$ cat config.mk
export PLATFORM = sky130hd
export DESIGN_NAME = arbitro_rr
export DESIGN_NICKNAME = d
export VERILOG_FILES = /design/src/rtl/arbitro_pkg.sv /design/src/rtl/rr_pick.sv /design/src/rtl/arbitro_rr.sv
export SDC_FILE = /design/constraint.sdc
export NUM_CORES = 1
export LEC_CHECK = 0
export ABC_AREA = 1
export CAP_MARGIN = 30
export CORE_MARGIN = 2
export CORE_UTILIZATION = 52
export CTS_BUF_LIST = sky130_fd_sc_hd__clkbuf_4
export DETAILED_ROUTE_END_ITERATION = 8
export MAX_ROUTING_LAYER = met4
export PLACE_DENSITY = 0.81
export SKIP_LAST_GASP = 1
export SLEW_MARGIN = 20
export SYNTH_ARGS = -nofsm -noshare
export SYNTH_HDL_FRONTEND = slang
export SYNTH_SLANG_ARGS = --single-unit
$ cat constraint.sdc
create_clock -name clk -period 3.34 [get_ports clk]
set_clock_uncertainty 0.1 [all_clocks]
set_input_delay 1.002 -clock clk [delete_from_list [all_inputs] [get_ports clk]]
set_output_delay 1.002 -clock clk [all_outputs]
set_load 0.05 [all_outputs]
$ cat src/rtl/arbitro_pkg.sv
// rtl/arbitro_pkg.sv - shared types and sizes for the weighted round-robin merge scheduler
package arbitro_pkg;

  localparam int NUM_Q  = 4;
  localparam int QIDX_W = 2;

  typedef enum logic [1:0] {
    IDLE   = 2'd0,
    ACTIVE = 2'd1,
    STALL  = 2'd2
  } state_t;

endpackage

$ cat src/rtl/rr_pick.sv
// rtl/rr_pick.sv - rotate-priority finder: first non-empty queue starting at the owner
module rr_pick
  import arbitro_pkg::*;
(
  input  logic [NUM_Q-1:0]  empty,
  input  logic [QIDX_W-1:0] cur,
  output logic [QIDX_W-1:0] g,
  output logic              valid
);

  logic [QIDX_W-1:0] idx;

  // Scan offsets from farthest to nearest so the nearest non-empty queue wins;
  // offset 0 is the owner itself, so a non-empty owner keeps the grant.
  always_comb begin
    g     = cur;
    valid = 1'b0;
    idx   = cur;
    for (int i = NUM_Q - 1; i >= 0; i--) begin
      idx = cur + QIDX_W'(i);
      if (!empty[idx]) begin
        g     = idx;
        valid = 1'b1;
      end
    end
  end

endmodule

$ cat src/rtl/arbitro_rr.sv
// rtl/arbitro_rr.sv - weighted round-robin drain of four class queues into one downstream FIFO
module arbitro_rr
  import arbitro_pkg::*;
#(
  parameter int WEIGHT = 2,
  parameter int CNT_W  = $clog2(WEIGHT + 1)
) (
  input  logic              clk,
  input  logic              reset,
  input  logic [NUM_Q-1:0]  empty,
  input  logic              almost_full,
  output logic [NUM_Q-1:0]  pop,
  output logic [QIDX_W-1:0] sel,
  output logic              push,
  output logic              idle
);

  state_t            state;
  state_t            state_next;
  logic [QIDX_W-1:0] cur;
  logic [CNT_W-1:0]  cnt;
  logic [QIDX_W-1:0] g;
  logic              valid;
  logic [CNT_W-1:0]  n;
  logic              do_pop;

  rr_pick u_pick (
    .empty (empty),
    .cur   (cur),
    .g     (g),
    .valid (valid)
  );

  // Next state and pop strobe; almost_full and reset veto a pop in the same cycle.
  always_comb begin
    state_next = state;
    pop        = '0;
    do_pop     = 1'b0;
    n          = ((g == cur) ? cnt : '0) + CNT_W'(1);
    case (state)
      IDLE: begin
        if (empty != 4'hF && !almost_full) state_next = ACTIVE;
      end
      ACTIVE: begin
        do_pop = !almost_full && valid && !reset;
        if (almost_full)         state_next = STALL;
        else if (empty == 4'hF)  state_next = IDLE;
      end
      STALL: begin
        if (!almost_full) state_next = (empty == 4'hF) ? IDLE : ACTIVE;
      end
      default: state_next = IDLE;
    endcase
    if (do_pop) pop[g] = 1'b1;
  end

  // State, burst accounting and the one-cycle-delayed push/select toward the FIFO.
  always_ff @(posedge clk) begin
    if (reset) begin
      state <= IDLE;
      cur   <= '0;
      cnt   <= '0;
      sel   <= '0;
      push  <= 1'b0;
      idle  <= 1'b1;
    end else begin
      state <= state_next;
      push  <= do_pop;
      sel   <= g;
      idle  <= (state_next == IDLE);
      if (do_pop) begin
        if (n == CNT_W'(WEIGHT)) begin
          cur <= g + QIDX_W'(1);
          cnt <= '0;
        end else begin
          cur <= g;
          cnt <= n;
        end
      end
    end
  end

endmodule
==> results.json, run 1 <==
{
  "clkSinkCount": 10,
  "grt_pass1_wl_mm": 3.81,
  "r2r_end": "cur[0]",
  "multi_input_area_um2": 601,
  "synthXorXnorAreaFrac_pct": 2.18,
  "r2r_cells": 15,
  "synth_compound_area_share_pct": 6.55,
  "yosys.area.top_type": "dfxtp_1",
  "wl_per_cell_um": 19.0,
  "coreArea_um2": 1320,
  "io_buffer_count": 14,
  "avgSynthCellArea_um2": 6.65,
  "rrSetupSlack_ns": 1.01,
  "synth_cell_types": 24,
  "cts_root_buf": "clkbuf_4",
  "synth-adder-area-share_pct": 6.72,
  "setup_violations": 4,
  "rsz0062_at_grt": "yes",
  "syn_to_final_growth_pct": 67.4,
  "grt_usage_pct": 29.4,
  "synth-edff-count": 0,
  "fillers": 38,
  "slew_headroom_pct": 65.8,
  "viasPerCell": 6.13,
  "yosys.area.top_type_share_pct": 26.9,
  "violations": "negative setup slack",
  "antenna_found_initial": 0,
  "max_cap_violations": 0,
  "finalCritPeriodShare_pct": 104,
  "crit_arrival_ns": 2.37,
  "seqCellArea_um2": 200,
  "final_nets": 156,
  "crit_end": "pop[2]",
  "h-tree-depth": 1,
  "synth-simple-area-share_pct": 44.7,
  "die_area_um2": 1750,
  "path_max_fanout": 3,
  "grt_max_degree": 11,
  "rows": 13,
  "dp_hpwl_mm": 1.41,
  "finalWirelength_mm": 3.01,
  "gr-total-overflow": 0,
  "synth_top_family_by_area": "simple AND/OR/NAND/NOR gates",
  "fp.dieH_um": 41.8,
  "synth_flop_cell": "dfxtp_1",
  "yosysSeqAreaShare_pct": 26.9,
  "slew_violations": 0,
  "clockBufferDepth": 2,
  "hp-class": "reg2reg",
  "drc_errors": 0,
  "hold_viol": 0,
  "ys_ff_latch": 10,
  "syn-cell-area_um2": 744,
  "ys_async_sr_fraction_pct": 0,
  "synth_area_leaders": "dfxtp_1, nand2_1, inv_1",
  "status": "complete, but fails checks",
  "insertion_delay_ns": 0.26,
  "synth_warnings": 0,
  "first_pass_iters": 4,
  "cts_hold_buf": 0,
  "reg2reg_from": "cur[1]",
  "fin_util_pct": 94.6,
  "finalCriticalPeriod_ns": 3.48,
  "leakage_nw": 0.581,
  "synth_common_cells": "nand2_1, inv_1, nor2_1",
  "powerDensity_nw_per_um2": 316,
  "synth_mux_area_share_pct": 0,
  "place_ws_ns": -0.591,
  "cts.clk_slew.worst_paths_ns": 0.06,
  "dr_total_vias": 968,
  "yosysMostFrequentCell": "nand2_1",
  "grt_pass1_vias": 887,
  "syn_inst": 112,
  "worst_setup_path_end_kind": "output pin",
  "start_util_pct": 56.5,
  "cp-start-kind": "input pin",
  "startpoint": "empty[2]",
  "numCtsBuffers": 3,
  "ios": 15,
  "final.setup.worst_slack_ns": -0.135,
  "worst-slew-pin-transition_ns": 0.511,
  "drive_above_1_share_pct": 52.4,
  "cts_tree": "yes",
  "die_w_um": 41.8,
  "cp.required_ns": 2.24,
  "max_freq_ghz": 0.288,
  "drt-initial-drc-count": 46,
  "antennaDiodeCount": 0,
  "synth_nets": 123,
  "ant_nets": 0,
  "critPathKind": "in2out",
  "routabilityCongestion": 0.851,
  "ir_drop_mv": 0.187
}
[logic make-up (layout without fill, tap and decap cells)]
kind of cell,after synthesis,count (layout)
xor gates and xnor gates,1,1
AOI/OAI and AO/OA,7,7
adders and majority gates,4,4
buffers and inverters,21,52
and+or+nand+nor,69,69
DFF,10,10
[flip-flops by register name, indices dropped and copies added, names as in the netlist]
| name | count |
|---|---|
| state | 2 |
| sel | 2 |
| cur | 2 |
| cnt | 2 |
| push | 1 |
| idle | 1 |
[metal layers]
metal | track usage, % | vias up | wire, µm
met4 | 17.4 | 0 | 165
met1 | 29.3 | 450 | 1100
met5 | - | - | 0
met2 | 49.1 | 81 | 1450
met3 | 10.4 | 26 | 294
li1 | - | 411 | -
[power breakdown]
part | leakage (nW) | total, mW | switching (mW) | internal (mW)
Sequential | 0.0819 | 0.129 | 0.00413 | 0.125
Clock | 0.0138 | 0.0820 | 0.0404 | 0.0416
Combinational | 0.485 | 0.182 | 0.109 | 0.0732
Total | 0.581 | 0.393 | 0.153 | 0.240
[final cells by class]
cell class	instances	area share, %
timing repair buffer	31	26.4
inverter	18	6.02
clock buffer	3	1.81
tap	15	1.51
multi-input combinational	81	48.2
sequential	10	16.1
[cell usage in the layout (no fill, tap or decap)]
| master | n |
|---|---|
| buf_8 | 1 |
| a21oi_4 | 1 |
| nor2_1 | 9 |
| o21ai_1 | 1 |
| nor2_4 | 4 |
| o21ai_2 | 1 |
| inv_2 | 5 |
| nand4_1 | 2 |
| o21bai_1 | 1 |
| nor3_1 | 1 |
| nor2_2 | 2 |
| nand3_1 | 6 |
| and3_1 | 1 |
| a211oi_2 | 1 |
| inv_1 | 10 |
| xor2_4 | 1 |
| nand2_2 | 14 |
| ha_2 | 1 |
| buf_4 | 16 |
| nand3_2 | 5 |
| dfxtp_1 | 10 |
| ha_4 | 3 |
| buf_12 | 5 |
| clkdlybuf4s50_1 | 6 |
| a21oi_1 | 2 |
| nand2_1 | 19 |
| nand2_4 | 5 |
| buf_6 | 3 |
| clkbuf_4 | 3 |
| nand4_2 | 1 |
| inv_4 | 3 |
[what timing repair did]
item | CTS | global route
gates resized for setup | 44 | 17
pin swaps | 15 | 10
endpoints found under the setup margin | 4 | 4
buffers inserted | 4 | 3
[how the worst min path moves through the flow]
| stage | from | endpoint | slack (ns) | cells after the start |
|---|---|---|---|---|
| floorplan | cnt[1] | cnt[1] | 0.37 | 2 |
| global placement | cnt[1] | cnt[1] | 0.39 | 2 |
| detailed placement | cnt[1] | cnt[1] | 0.41 | 2 |
| CTS | cnt[1] | cnt[1] | 0.41 | 2 |
| global route | cnt[1] | cnt[1] | 0.45 | 2 |
| finish | cnt[1] | cnt[1] | 0.44 | 2 |
[stage by stage]
step	power [mW]	cells	setup TNS (ns)	hold WS, ns	cell area (µm²)
after global routing	0.408	158	-0.629	0.452	1250
after CTS	0.355	155	-0.201	0.414	1150
after floorplan	0.212	112	0	0.374	774
after detailed placement	0.255	148	-2.31	0.405	1030
final	0.393	158	-0.415	0.441	1250
after global placement	0.251	148	-2.12	0.389	1030
[critical path, stage by stage]
cell     delay (ns)
buf_4          0.10
nand2_2        0.09
nand3_2        0.10
nand2_2        0.08
a21oi_4        0.14
nand2_4        0.09
xor2_4         0.18
buf_6          0.13
ha_4           0.12
inv_2          0.04
nor2_4         0.14
buf_12         0.15
No activity file was read; power rests on OpenSTA's default activity.
==> run 2: changes to the inputs <==
--- a/config.mk
+++ b/config.mk
@@ -6,13 +6,13 @@
 export NUM_CORES = 1
 export LEC_CHECK = 0
 export ABC_AREA = 1
-export CAP_MARGIN = 30
+export CAP_MARGIN = 10
 export CORE_MARGIN = 2
 export CORE_UTILIZATION = 52
 export CTS_BUF_LIST = sky130_fd_sc_hd__clkbuf_4
 export DETAILED_ROUTE_END_ITERATION = 8
 export MAX_ROUTING_LAYER = met4
-export PLACE_DENSITY = 0.81
+export PLACE_DENSITY = 0.84
 export SKIP_LAST_GASP = 1
 export SLEW_MARGIN = 20
 export SYNTH_ARGS = -nofsm -noshare
==> run 2 against run 1 <==
Against the previous run: the run still ends with negative setup slack left; total power grew 2.6%; count of clock-buffer cells in the layout is the same; worst setup slack lost 0.068 ns; via count shrank 7.7%; sequential share of layout area grew 0.35 points; first-iteration DRC count grew 17%; core utilization shrank 2.0 points; combinational power shrank 3%; critical path depth shrank 1; global-route usage shrank 0.56 points; non-clock buffer count is the same; critical path type unchanged; critical endpoint unchanged.
==> results.json, run 2 (synthesis results as in run 1) <==
{
  "most-common-layout-cells": "nand2_1, buf_4, nand2_2",
  "design_area_um2": 1220,
  "grt_usage_pct": 28.9,
  "crit_arrival_ns": 2.44,
  "worst-slew-pin-transition_ns": 0.505,
  "whs_ns": 0.450,
  "dr_total_vias": 893,
  "finalCriticalPeriod_ns": 3.54,
  "cp.required_ns": 2.24,
  "cts_tree": "yes",
  "fp.dieH_um": 41.8,
  "numCtsBuffers": 3,
  "max_cap_violations": 0,
  "antennaDiodeCount": 0,
  "status": "complete, but fails checks",
  "drt-initial-drc-count": 54,
  "slew_headroom_pct": 66.2,
  "grt_max_degree": 11,
  "ant_nets": 0,
  "viasPerCell": 5.62,
  "setup_violations": 4,
  "hold_viol": 0,
  "fillers": 51,
  "h-tree-depth": 1,
  "hp-class": "reg2reg",
  "total_power_uw": 404,
  "ios": 15,
  "powerDensity_nw_per_um2": 331,
  "cts_root_buf": "clkbuf_4",
  "rows": 13,
  "finalCritPeriodShare_pct": 106,
  "gr-total-overflow": 0,
  "rsz0062_at_grt": "yes",
  "ir_drop_mv": 0.276,
  "clockBufferDepth": 2,
  "first_pass_iters": 4,
  "start_util_pct": 56.5,
  "slew_violations": 0,
  "violations": "negative setup slack",
  "drive_above_1_share_pct": 50.0,
  "place_area_um2": 1030,
  "cp-start-kind": "input pin",
  "cts.clk_slew.worst_paths_ns": 0.08,
  "coreArea_um2": 1320,
  "path_max_fanout": 4,
  "finalWirelength_mm": 2.79,
  "syn_to_final_growth_pct": 63.9,
  "routabilityCongestion": 0.860,
  "wl_per_cell_um": 17.5,
  "io_buffer_count": 14,
  "final.setup.worst_slack_ns": -0.203,
  "critPathKind": "in2out",
  "grt_pass1_wl_mm": 3.72,
  "final_nets": 156,
  "grt_pass1_vias": 844,
  "layout_commonest_cell": "nand2_1",
  "die_w_um": 41.8,
  "worst_setup_path_end_kind": "output pin",
  "drc_errors": 0,
  "dp_hpwl_mm": 1.41,
  "clkSinkCount": 10,
  "max_freq_ghz": 0.282,
  "insertion_delay_ns": 0.29,
  "die_area_um2": 1750,
  "cts_hold_buf": 0,
  "antenna_found_initial": 0,
  "leakage_nw": 0.559
}
==> run 2: changes by cell type in the layout (fill, tap and decap cells not counted), moves of 2 or more <==
cell,before,now
nand3_1,6,8
nand3_2,5,3
buf_6,3,0
buf_4,16,19
nand2_4,5,3
nand2_1,19,21
==> run 2: cell type report <==
| cell class | instances | area, µm² | area share, % |
|---|---|---|---|
| repair buffers | 31 | 318 | 26.1 |
| clock inverters | 1 | 3.75 | 0.308 |
| clock buffers | 3 | 22.5 | 1.85 |
| well taps | 15 | 18.8 | 1.54 |
| inverters | 18 | 77.6 | 6.36 |
| flip-flops and latches | 10 | 200 | 16.4 |
| multi-input cells | 81 | 579 | 47.5 |
==> run 2: worst max-delay path, stage by stage <==
cell	delay, ns
buf_8	0.11
nand2_1	0.10
nand3_1	0.14
nand2_1	0.13
nand2_2	0.07
nand2_4	0.09
xor2_4	0.25
ha_2	0.26
inv_2	0.05
nor2_4	0.09
buf_12	0.14
==> run 2: worst paths after layout <==
| check | start | cells after the start | slack [ns] | end |
|---|---|---|---|---|
| max | empty[1] | 11 | -0.20 | pop[2] |
| min | state[1] | 2 | 0.45 | state[1] |
| min reg2reg | state[1] | 2 | 0.45 | state[1] |
| max reg2reg | cur[0] | 13 | 1.07 | cur[1] |
==> run 2: power by group <==
| group | internal [mW] | switching, mW |
|---|---|---|
| Sequential | 0.125 | 0.00414 |
| Clock | 0.0437 | 0.0542 |
| Combinational | 0.0725 | 0.104 |
| Total | 0.241 | 0.162 |
==> run 2: repair_timing <==
action | CTS | global route
pin swaps | 17 | 11
gates resized for setup | 43 | 11
setup buffers | 4 | 3
endpoints found under the setup margin | 4 | 4
==> run 2: per-stage QoR <==
stage | setup slack [ns] | TNS (ns) | utilization (%) | cells
after floorplan | 0.0627 | 0 | - | 112
after global placement | -0.527 | -2.04 | 78.5 | 148
after detailed placement | -0.583 | -2.21 | 78.5 | 148
after CTS | -0.0686 | -0.244 | 87.9 | 156
after global routing | -0.242 | -0.858 | 92.6 | 159
final | -0.203 | -0.705 | 92.6 | 159
==> run 2: per-layer routing <==
metal  global-route usage (%)  part of all wire, %  vias to the layer above
met5                        -                    0                        -
met4                     17.4                  3.9                        0
met3                     9.57                  6.1                       11
met2                     46.6                   48                       47
met1                     30.4                   42                      424
li1                         -                    -                      411
==> variant 1, RTL diff (config.mk and constraints of run 2) <==
Change the package constant `QIDX_W` from 2 to 3.
--- a/src/rtl/arbitro_pkg.sv
+++ b/src/rtl/arbitro_pkg.sv
@@ -2,7 +2,7 @@
 package arbitro_pkg;
 
   localparam int NUM_Q  = 4;
-  localparam int QIDX_W = 2;
+  localparam int QIDX_W = 3;
 
   typedef enum logic [1:0] {
     IDLE   = 2'd0,
Interface: changed (resized sel); port bits go from 15 to 16. No check against the original RTL was run, so the function may have changed too.
==> variant 1 against run 2 <==
- the flow now stops in clock tree synthesis
- synthesized cell count increased by 17%
- synthesized area rose by 13%
==> variant 1: results (changes against run 2) <==
Outcome
  – Outcome: did not finish
  – Failing step: clock tree synthesis
  – Stop err: [ERROR DPL-0033] detailed placement checks failed during check placement.

Floorplanning
  – Row count: 14 (+1)

CTS
  – Resize count post-CTS: 46 (+7.0%)
  – Number of post-CTS setup repair buffers: 5 (+1)
  – Total CTS buffers: 3 (unchanged)
  – Root buf cell: clkbuf_4
  – CTS Buffer Depth: 2 (unchanged)
  – Clock sinks: 12 (+2)
  – CTS H-tree lvls: 1 (unchanged)

Placed design
  – GP Congestion: 0.8865 (+3.0%)
  – Placed cell areas: 1339 um2 (+29%)
  – Number of buffers added on ports: 15 (+1)
  – DP HPWL: 2078 um (+47%)
  – Worst slack, placed: -834.5 ps (-251.2 ps)

Synthesis
  – Register area share after synthesis: 28.49% (+1.6 points)
  – Share of flip-flops with an asynchronous set or reset: 0% (unchanged)
  – Syn_nets: 145 (+18%)
  – Yosys cell types: 20 (-17%)
  – Synth Warn #: 0 (unchanged)
  – Synth area leaders: dfxtp_1, nand2_1, ha_1
  – Most common library cells after synthesis: nand2_1, inv_1, nand3_1
-- variant 1: metrics by stage --
stage	std cells	setup TNS (ps)
global placement	185	-2583
detailed placement	185	-3294
floorplan	131	-254.1
-- variant 1: kinds of logic after synthesis --
logic type	count (synthesis)	synth area share, %
AOI/OAI and AO/OA	9	7.420
xor gates and xnor gates	2	2.078
adders and majority gates	7	10.39
buffers and inverters	25	11.13
DFF	12	28.49
and+or+nand+nor	76	40.50
==> variant 2, RTL diff (settings of run 2) <==
Made on the original files. The 3 states of `state_t` get a one-hot encoding in 3 bits.
--- a/src/rtl/arbitro_pkg.sv
+++ b/src/rtl/arbitro_pkg.sv
@@ -4,10 +4,10 @@
   localparam int NUM_Q  = 4;
   localparam int QIDX_W = 2;
 
-  typedef enum logic [1:0] {
-    IDLE   = 2'd0,
-    ACTIVE = 2'd1,
-    STALL  = 2'd2
+  typedef enum logic [2:0] {
+    IDLE   = 3'b001,
+    ACTIVE = 3'b010,
+    STALL  = 3'b100
   } state_t;
 
 endpackage
Formal check against the unedited RTL: same outputs for any inputs over 10 cycles, from zero or initial values and one cycle with reset high; not proved beyond that.
==> variant 2 against run 2 <==
- synthesized area grew 7.9%
- the flow now stops in global routing
==> variant 2: results (changes against run 2) <==
Placed design
  – GP Congestion: 0.9302 (+8.1%)
  – Cells after DPL: 167 (+13%)
  – DP HPWL: 1607 um (+14%)
  – Placed cell areas: 1127 um2 (+8.9%)
  – Number of buffers added on ports: 14 (unchanged)

Timing
  – Last worst endpoint in the global-route repair_timing: pop[1]
  – Worst endpoint type: top-level output

Synthesis
  – Syn Inst Count: 124 (+11%)
  – Most common library cells after synthesis: nand2_1, inv_1, nor2_1
  – Synth Warn #: 0 (unchanged)
  – Syn_nets: 135 (+9.8%)
  – Synth area leaders: dfxtp_1, nand2_1, inv_1
  – EDFF count, synth: 0 (unchanged)
  – Register area share after synthesis: 27.41% (+0.52 points)
  – Share of flip-flops with an asynchronous set or reset: 0% (unchanged)
  – Top_reg_cell synth: dfxtp_1
  – Yosys cell types: 23 (-4.2%)
  – Average size of a mapped cell: 6.478 um2 (-2.5%)

CTS
  – Clock sinks: 11 (+1)
  – Total CTS buffers: 3 (unchanged)
  – CTS H-tree lvls: 1 (unchanged)
  – Root buf cell: clkbuf_4
  – CTS Buffer Depth: 2 (unchanged)

Global route
  – Pin count of the biggest net entering global routing: 10

Outcome
  – Stop err: [ERROR DPL-0038] Utilization greater than 100%, impossible to legalize
  – Failing step: global routing
  – Outcome: did not finish
variant 2: cell count changes after synthesis, sizes merged, moves of 2 or more:
cell	before	now
nand2	38	40
nor2	15	18
inv	18	22
nor3	1	5
variant 2: repair_timing:
action                                  in CTS
endpoints found under the setup margin       4
hold buffers                                 0
pin swaps                                   18
resized for setup                           46
setup buffers                               16
variant 2: per-stage QoR:
stage / setup WS, ps / hold WS (ps) / setup TNS, ps
after floorplan: 109.1 / 367.8 / 0
after global placement: -521.6 / 395.9 / -1980
after detailed placement: -599.7 / 427.8 / -2219
after CTS: -71.54 / 436.8 / -238.0
variant 2: kinds of logic after synthesis:
family	Yosys count	share of synthesized area [%]
flops	11	27.41
buf+inv	24	13.86
compound gates	7	4.672
fa+ha+maj	4	6.231
simple gates	77	45.79
xor+xnor	1	2.025
